$ cat src/rtl/branch_predictor_if.sv
// Fetch-side lookup and execute-side resolve signals of the branch predictor.
// master = pipeline driving PCs/resolves, slave = the predictor.
interface branch_predictor_if;
  logic [31:0] fetchPc;
  logic [31:0] predictedNextPc;
  logic        isBranchTakenPredicted;
  logic        isNextPcPredicted;
  logic        exIsBranch;
  logic        exBranchTaken;
  logic [31:0] exPc;
  logic [31:0] exIrregPc;
  logic [31:0] exPredictedNextPc;
  logic        isBranchPredictMiss;
  logic [31:0] recoveryPc;
  logic [31:0] branchCount;
  logic [31:0] missCount;

  modport master (
    output fetchPc, exIsBranch, exBranchTaken, exPc, exIrregPc, exPredictedNextPc,
    input  predictedNextPc, isBranchTakenPredicted, isNextPcPredicted,
           isBranchPredictMiss, recoveryPc, branchCount, missCount
  );

  modport slave (
    input  fetchPc, exIsBranch, exBranchTaken, exPc, exIrregPc, exPredictedNextPc,
    output predictedNextPc, isBranchTakenPredicted, isNextPcPredicted,
           isBranchPredictMiss, recoveryPc, branchCount, missCount
  );
endinterface

$ cat src/rtl/branch_predictor.sv
// Direct-mapped branch target buffer with 2-bit saturating direction counters.
// Lookup is combinational; table and statistics update on the falling clock edge.
module branch_predictor #(
  parameter int ENTRIES = 16
) (
  input  logic               clk,
  input  logic               rst,
  branch_predictor_if.slave  bp
);

  localparam int IDX_W = $clog2(ENTRIES);
  localparam int TAG_W = 30 - IDX_W;

  typedef logic [IDX_W-1:0] idx_t;
  typedef logic [TAG_W-1:0] tag_t;

  function automatic logic [1:0] satInc(input logic [1:0] c);
    return (c == 2'd3) ? c : c + 2'd1;
  endfunction

  function automatic logic [1:0] satDec(input logic [1:0] c);
    return (c == 2'd0) ? c : c - 2'd1;
  endfunction

  logic        validMem  [ENTRIES];
  logic [1:0]  ctrMem    [ENTRIES];
  tag_t        tagMem    [ENTRIES];
  logic [31:0] targetMem [ENTRIES];

  logic [31:0] branchCnt;
  logic [31:0] missCnt;

  idx_t        fetchIdx;
  idx_t        exIdx;
  tag_t        fetchTag;
  tag_t        exTag;
  logic        fetchHit;
  logic        exHit;
  logic        predictTaken;
  logic [31:0] fetchPlus4;
  logic [31:0] exPlus4;
  logic [31:0] actualNextPc;
  logic        missRaw;
  logic        hitUpdate;
  logic        allocate;
  logic        writeTarget;

  // Fetch-side lookup
  assign fetchIdx     = bp.fetchPc[IDX_W+1:2];
  assign fetchTag     = bp.fetchPc[31:IDX_W+2];
  assign fetchHit     = validMem[fetchIdx] && (tagMem[fetchIdx] == fetchTag);
  assign predictTaken = fetchHit && ctrMem[fetchIdx][1];
  assign fetchPlus4   = bp.fetchPc + 32'd4;

  // Outputs are forced to zero while reset is held, even though lookup is combinational.
  assign bp.isNextPcPredicted      = rst && fetchHit;
  assign bp.isBranchTakenPredicted = rst && predictTaken;
  assign bp.predictedNextPc        = !rst        ? 32'd0 :
                                     predictTaken ? targetMem[fetchIdx] : fetchPlus4;

  // Execute-side resolve
  assign exIdx        = bp.exPc[IDX_W+1:2];
  assign exTag        = bp.exPc[31:IDX_W+2];
  assign exHit        = validMem[exIdx] && (tagMem[exIdx] == exTag);
  assign exPlus4      = bp.exPc + 32'd4;
  assign actualNextPc = bp.exBranchTaken ? bp.exIrregPc : exPlus4;
  assign missRaw      = bp.exIsBranch && (actualNextPc != bp.exPredictedNextPc);

  assign bp.isBranchPredictMiss = rst && missRaw;
  assign bp.recoveryPc          = (rst && bp.exIsBranch) ? actualNextPc : 32'd0;

  assign hitUpdate   = bp.exIsBranch && exHit;
  assign allocate    = bp.exIsBranch && !exHit && bp.exBranchTaken;
  assign writeTarget = bp.exIsBranch && bp.exBranchTaken;

  // Table control state: valid bits and direction counters
  always_ff @(negedge clk or negedge rst) begin
    if (!rst) begin
      for (int i = 0; i < ENTRIES; i++) begin
        validMem[i] <= 1'b0;
        ctrMem[i]   <= 2'd0;
      end
    end else if (allocate) begin
      validMem[exIdx] <= 1'b1;
      ctrMem[exIdx]   <= 2'd2;
    end else if (hitUpdate) begin
      ctrMem[exIdx] <= bp.exBranchTaken ? satInc(ctrMem[exIdx]) : satDec(ctrMem[exIdx]);
    end
  end

  // Tag/target payload carries no reset; an invalid entry never exposes it.
  always_ff @(negedge clk) begin
    if (writeTarget) begin
      targetMem[exIdx] <= bp.exIrregPc;
    end
    if (allocate) begin
      tagMem[exIdx] <= exTag;
    end
  end

  // Statistics counters, free-running with natural 32-bit wrap
  always_ff @(negedge clk or negedge rst) begin
    if (!rst) begin
      branchCnt <= 32'd0;
      missCnt   <= 32'd0;
    end else begin
      if (bp.exIsBranch) begin
        branchCnt <= branchCnt + 32'd1;
      end
      if (missRaw) begin
        missCnt <= missCnt + 32'd1;
      end
    end
  end

  assign bp.branchCount = branchCnt;
  assign bp.missCount   = missCnt;

endmodule

$ cat src/flat_wrapper.sv
// flat-port wrapper written by rule: the top's interface ports become plain ports
module branch_predictor_flat 
#(
  parameter int ENTRIES = 16
)
  (clk, rst, bp_fetchPc, bp_exIsBranch, bp_exBranchTaken, bp_exPc, bp_exIrregPc, bp_exPredictedNextPc, bp_predictedNextPc, bp_isBranchTakenPredicted, bp_isNextPcPredicted, bp_isBranchPredictMiss, bp_recoveryPc, bp_branchCount, bp_missCount);
  branch_predictor_if bp_i ();
  input  logic clk;
  input  logic rst;
  input wire logic [$bits(bp_i.fetchPc)-1:0] bp_fetchPc;
  input wire logic [$bits(bp_i.exIsBranch)-1:0] bp_exIsBranch;
  input wire logic [$bits(bp_i.exBranchTaken)-1:0] bp_exBranchTaken;
  input wire logic [$bits(bp_i.exPc)-1:0] bp_exPc;
  input wire logic [$bits(bp_i.exIrregPc)-1:0] bp_exIrregPc;
  input wire logic [$bits(bp_i.exPredictedNextPc)-1:0] bp_exPredictedNextPc;
  output wire logic [$bits(bp_i.predictedNextPc)-1:0] bp_predictedNextPc;
  output wire logic [$bits(bp_i.isBranchTakenPredicted)-1:0] bp_isBranchTakenPredicted;
  output wire logic [$bits(bp_i.isNextPcPredicted)-1:0] bp_isNextPcPredicted;
  output wire logic [$bits(bp_i.isBranchPredictMiss)-1:0] bp_isBranchPredictMiss;
  output wire logic [$bits(bp_i.recoveryPc)-1:0] bp_recoveryPc;
  output wire logic [$bits(bp_i.branchCount)-1:0] bp_branchCount;
  output wire logic [$bits(bp_i.missCount)-1:0] bp_missCount;
  assign bp_i.fetchPc = bp_fetchPc;
  assign bp_i.exIsBranch = bp_exIsBranch;
  assign bp_i.exBranchTaken = bp_exBranchTaken;
  assign bp_i.exPc = bp_exPc;
  assign bp_i.exIrregPc = bp_exIrregPc;
  assign bp_i.exPredictedNextPc = bp_exPredictedNextPc;
  assign bp_predictedNextPc = bp_i.predictedNextPc;
  assign bp_isBranchTakenPredicted = bp_i.isBranchTakenPredicted;
  assign bp_isNextPcPredicted = bp_i.isNextPcPredicted;
  assign bp_isBranchPredictMiss = bp_i.isBranchPredictMiss;
  assign bp_recoveryPc = bp_i.recoveryPc;
  assign bp_branchCount = bp_i.branchCount;
  assign bp_missCount = bp_i.missCount;
  branch_predictor #(.ENTRIES(ENTRIES)) u_core (.clk(clk), .rst(rst), .bp(bp_i));
endmodule
$ cat config.mk
export PLATFORM = sky130hd
export DESIGN_NAME = branch_predictor_flat
export DESIGN_NICKNAME = d
export VERILOG_FILES = /design/src/rtl/branch_predictor_if.sv /design/src/rtl/branch_predictor.sv /design/src/flat_wrapper.sv
export SDC_FILE = /design/constraint.sdc
export NUM_CORES = 2
export LEC_CHECK = 0
export CAP_MARGIN = 15
export CORE_ASPECT_RATIO = 0.8
export CORE_MARGIN = 2
export CORE_UTILIZATION = 60
export DETAILED_ROUTE_END_ITERATION = 12
export PLACE_DENSITY = 0.81
export SYNTH_ARGS = -nofsm -noshare
export SYNTH_HDL_FRONTEND = slang
export SYNTH_SLANG_ARGS = --single-unit
$ cat constraint.sdc
create_clock -name clk -period 10.67 [get_ports clk]
set_input_delay 1.067 -clock clk [delete_from_list [all_inputs] [get_ports clk]]
set_output_delay 1.067 -clock clk [all_outputs]
set_load 0.05 [all_outputs]
## After elaboration in Yosys (flattened, before gate mapping)

Memory sizes are Yosys's and may differ from the RTL's.
Cells that the tools add are included.

| word-level totals | value |
|---|---|
| bits in registers | 112 |
| RAM bits | 928 |
| output and inout bits | 131 |
| memories | 2 |

Memory list:

| memory | words | width | rd ports | clocked after Yosys merged registers in | wr ports | line | source |
|---|---|---|---|---|---|---|---|
| u_core.targetMem | 16 | 32 | 1 | 0 | 1 | branch_predictor.sv:28 | `logic [31:0] targetMem [ENTRIES];` |
| u_core.tagMem | 16 | 26 | 2 | 0 | 1 | branch_predictor.sv:27 | `tag_t tagMem [ENTRIES];` |

| operators by class | value |
|---|---|
| add/sub/neg operators | 6 |
| magnitude comparators | 3 |
| eq/ne operators | 4 |
| muxes and demuxes | 30 |
| bitwise operators | 6 |
| reductions and logical operators | 16 |

Operator list:

| kind | count |
|---|---|
| $mux 32 | 6 |
| $add 32x1->32 const B | 2 |
| $add 32x3->32 const B | 2 |
| $eq 26x26->1 | 2 |
| $bwmux 32 | 1 |
| $ne 32x32->1 | 1 |
| $or 16x16->16 | 2 |
| $and 16x16->16 | 1 |
| $bmux 2 s4 | 2 |
| $mux 2 | 8 |
| $not 16->16 | 1 |
| $logic_and 1x1->1 | 13 |
| $ge 5x5->1 const B | 2 |
| $not 4->5 | 2 |
| $mux 1 | 9 |
| $bmux 1 s4 | 2 |
| $demux 2 s4 | 1 |
| $lt 5x1->1 const B | 1 |
| $demux 1 s4 | 1 |
| $add 2x1->2 const B | 1 |
| $eq 2x2->1 const B | 1 |
| $logic_not 2->1 | 1 |
| $reduce_bool 2->1 | 1 |
| $sub 2x1->2 const B | 1 |
| $logic_not 1->1 | 1 |

## Depth between registers and ports, before layout

| logic depth | value |
|---|---|
| depth in word-level cells | 10 |
| gate-level depth with buffers | 17 |
| depth with buffers taken out | 11 |

==> run summary <==
Clock H-tree levels = 3
CTS Buffer Depth = 3
Synth Warn # = 0
Slew margin rel. = 9.38%
Place WS = 0.133 ns
Post-synth EDFFs = 928
Post-synthesis sequential area ratio = 62.9%
Area after DPL = 54000 um^2
Nets@finish = 4282
Crit path kind = reg2out
Die ar. = 83500 um^2
Inst Count DP = 4194
Yosys reg bits = 1040
Slew Limit Fails = 0
Hold Slack = 0.425 ns
Grt total ovfl = 0
RSZ-0062 raised after global routing = true
Clock Tree Root = clkbuf_16
Critical path's top delay family = multiplexers
Num CTS Buffers = 103
Most common cell after layout, fill and taps aside = inv_1
Die Y = 259 um
First-pass iteration count of the detailed router = 9
Non-filler instance count after layout = 5321
Clk sinks = 1040
Global placement routability congestion = 1.02
DRC Markers = 0
Post-synthesis cell count = 2813
Commonest cells after routing, fill and taps aside = inv_1, edfxtp_1, mux4_2, clkdlybuf4s50_1, buf_4
Worst Setup End Kind = output port
Slowest-stage cell, CP = mux4_2
Area of the multi-input gates = 17200 um^2
I/O pin cnt = 263
Syn_area_per_cell = 17.3 um^2
Setup crit start kind = flop
Die Wd = 323 um
CP Max Fanout = 7
Synth-to-layout area growth = 25.2%
First DRT Iteration DRCs = 5950
Post-Syn Nets = 2952
PortBufs = 262
Status = finished with violations
Final setup vio count = 2
Lkg Pwr = 24.6 nW
Vias in the first global route = 37100
Synth cell types = 95
Detailed placer's ending HPWL = 102 mm
Violated checks = negative setup slack
Hold crit path type = reg2reg
CTS tree = done
Post-synth top flop = edfxtp_1
Reg clk slew, reported paths = 0.05 ns
Critical path buffers and inverters = 4
Wirelength per Cell = 31.4 um
Final hold vios = 0
Vias per cell = 6.75
Max incr delay on CP = 0.61 ns
CP cell instances = mux4_2 > mux4_2 > xnor2_2 > nand4_1 > or3_4 > nor3b_4 > buf_6 > buf_12 > buf_12 > mux2i_1 > nor2_1 > buf_4
Via count = 35900
Worst setup margin = -0.0572 ns
Initial Util = 60.5%
Total core area = 80500 um^2
Initial antenna violation count = 13
Clock Latency Late Sink = 0.72 ns
Drt total wl = 167 mm
Peak VDD IR = 0.162 mV
Critical Path RT = 9.60 ns
Post-synthesis cell area = 48700 um^2
Asr flop ratio synth = 10.8%
Critical path arrival = 9.66 ns
Total GRT Usage = 40.1%
Worst-margin pin slew = 1.36 ns
Post-route cell area = 61000 um^2
Clock Skews = 0.0887 ns
Reg area = 30700 um^2
P per Cell Area = 182 nW/um^2
Largest net degree at the start of global routing = 106
FP Rows = 93
Global-route wire length before repair = 238 mm
Detail Route Antenna Nets = 0
Number of max-cap violations = 0
Hold Buf Count CTS = 0
Share of cells above drive strength 1 = 21.5%
Layout fillers = 4539
Post-route setup TNS = -0.0582 ns
## kinds of logic (layout without fill, tap and decap cells)
kind of cell / count (synthesis) / after routing / share of synthesized area, %
fa+ha+maj: 9 / 9 / 0.221
xor+xnor: 201 / 201 / 3.76
buf+inv: 211 / 1623 / 2.24
flops: 1040 / 1040 / 62.9
simple gates: 588 / 588 / 6.54
compound gates: 211 / 211 / 3.07
other cells: 0 / 4 / 0
mux: 553 / 553 / 21.2
## final timing paths
| kind | start | to | slack, ns | cells after the start |
|---|---|---|---|---|
| hold reg to reg | u_core.bp.branchCount[31] | u_core.bp.branchCount[31] | 0.42 | 1 |
| max in group asynchronous | rst | u_core.validMem[4] | 3.69 | 2 |
| setup reg to reg | u_core.validMem[0] | u_core.ctrMem[31] | 6.56 | 11 |
| hold / removal | u_core.bp.branchCount[31] | u_core.bp.branchCount[31] | 0.42 | 1 |
| setup / recovery | u_core.tagMem[13][9] | bp_predictedNextPc[30] | -0.06 | 12 |
| min in group asynchronous | rst | u_core.bp.branchCount[17] | 5.74 | 1 |
## power by group
group / internal (W) / switching, W / leakage, nW
registers: 0.00457 / 0.0000841 / 9.82
logic: 0.000479 / 0.000733 / 8.13
clock network: 0.00250 / 0.00274 / 6.62
## cell usage after synthesis, types with 5 or more instances
cell	count	area, um^2
buf_2	36	180
a21o_1	6	45.0
and4_1	15	131
a22o_1	9	78.8
nor2b_1	14	87.6
and2_1	22	138
xor2_1	83	727
o2111ai_1	5	43.8
xnor2_1	113	990
o31ai_1	19	143
buf_1	37	139
nand3_1	71	355
edfxtp_1	928	27900
o21ai_0	25	125
a22oi_1	22	165
nand4_1	31	194
nand2b_1	13	81.3
inv_1	24	90.1
mux4_2	379	8540
o22ai_1	7	43.8
nor4_1	23	144
and3_1	41	257
nor4b_1	7	61.3
a211oi_1	13	97.6
or3_1	9	56.3
mux2_2	19	214
nor2_1	139	522
dfrtn_1	112	2800
or2_1	11	68.8
ha_1	7	87.6
buf_6	18	203
or2_2	11	68.8
nor3b_1	14	105
a21oi_1	42	210
a31oi_1	11	68.8
buf_4	15	113
nand2_1	88	330
clkbuf_1	71	267
mux2i_1	150	1500
nor3_1	48	240
a221oi_1	9	78.8
## registers in the layout (all words and copies together), names as in the netlist
signal,cells
u_core.bp.missCount,32
u_core.validMem,16
u_core.tagMem,416
u_core.targetMem,512
u_core.bp.branchCount,32
u_core.ctrMem,32
## routing by layer
metal / global-route usage, % / vias to the layer above / share of wire, %
li1: - / 14100 / -
met4: 21.3 / 16 / 4.7
met1: 53.3 / 17600 / 34
met2: 56.3 / 3603 / 44
met5: 0 / - / 0.064
met3: 17.7 / 568 / 17
## timing repair
item                       in CTS  in global routing
gates cloned                    1                  2
resized for setup              23                 35
buffers inserted                1                  6
pin swaps                       4                  1
setup endpoints to repair      33                 32
## metrics by stage
step | total power [W] | utilization (%)
6_report | 0.0111 | 75.8
4_1_cts | 0.0111 | 75.6
2_1_floorplan | 0.00588 | -
5_1_grt | 0.0116 | 75.8
3_5_place_dp | 0.00638 | 67.0
3_3_place_gp | 0.00635 | 67.0
## layout make-up
cell class,count,share of cell area (%)
Tap cell,1092,2.24
Multi-Input combinational cell,1562,28.2
Inverter,26,0.164
Timing Repair Buffer,482,7.89
Clock inverter,1010,6.96
Clock buffer,105,4.27
Antenna cell,4,0.0164
Sequential cell,1040,50.3
(Power assumes the default switching activity.)
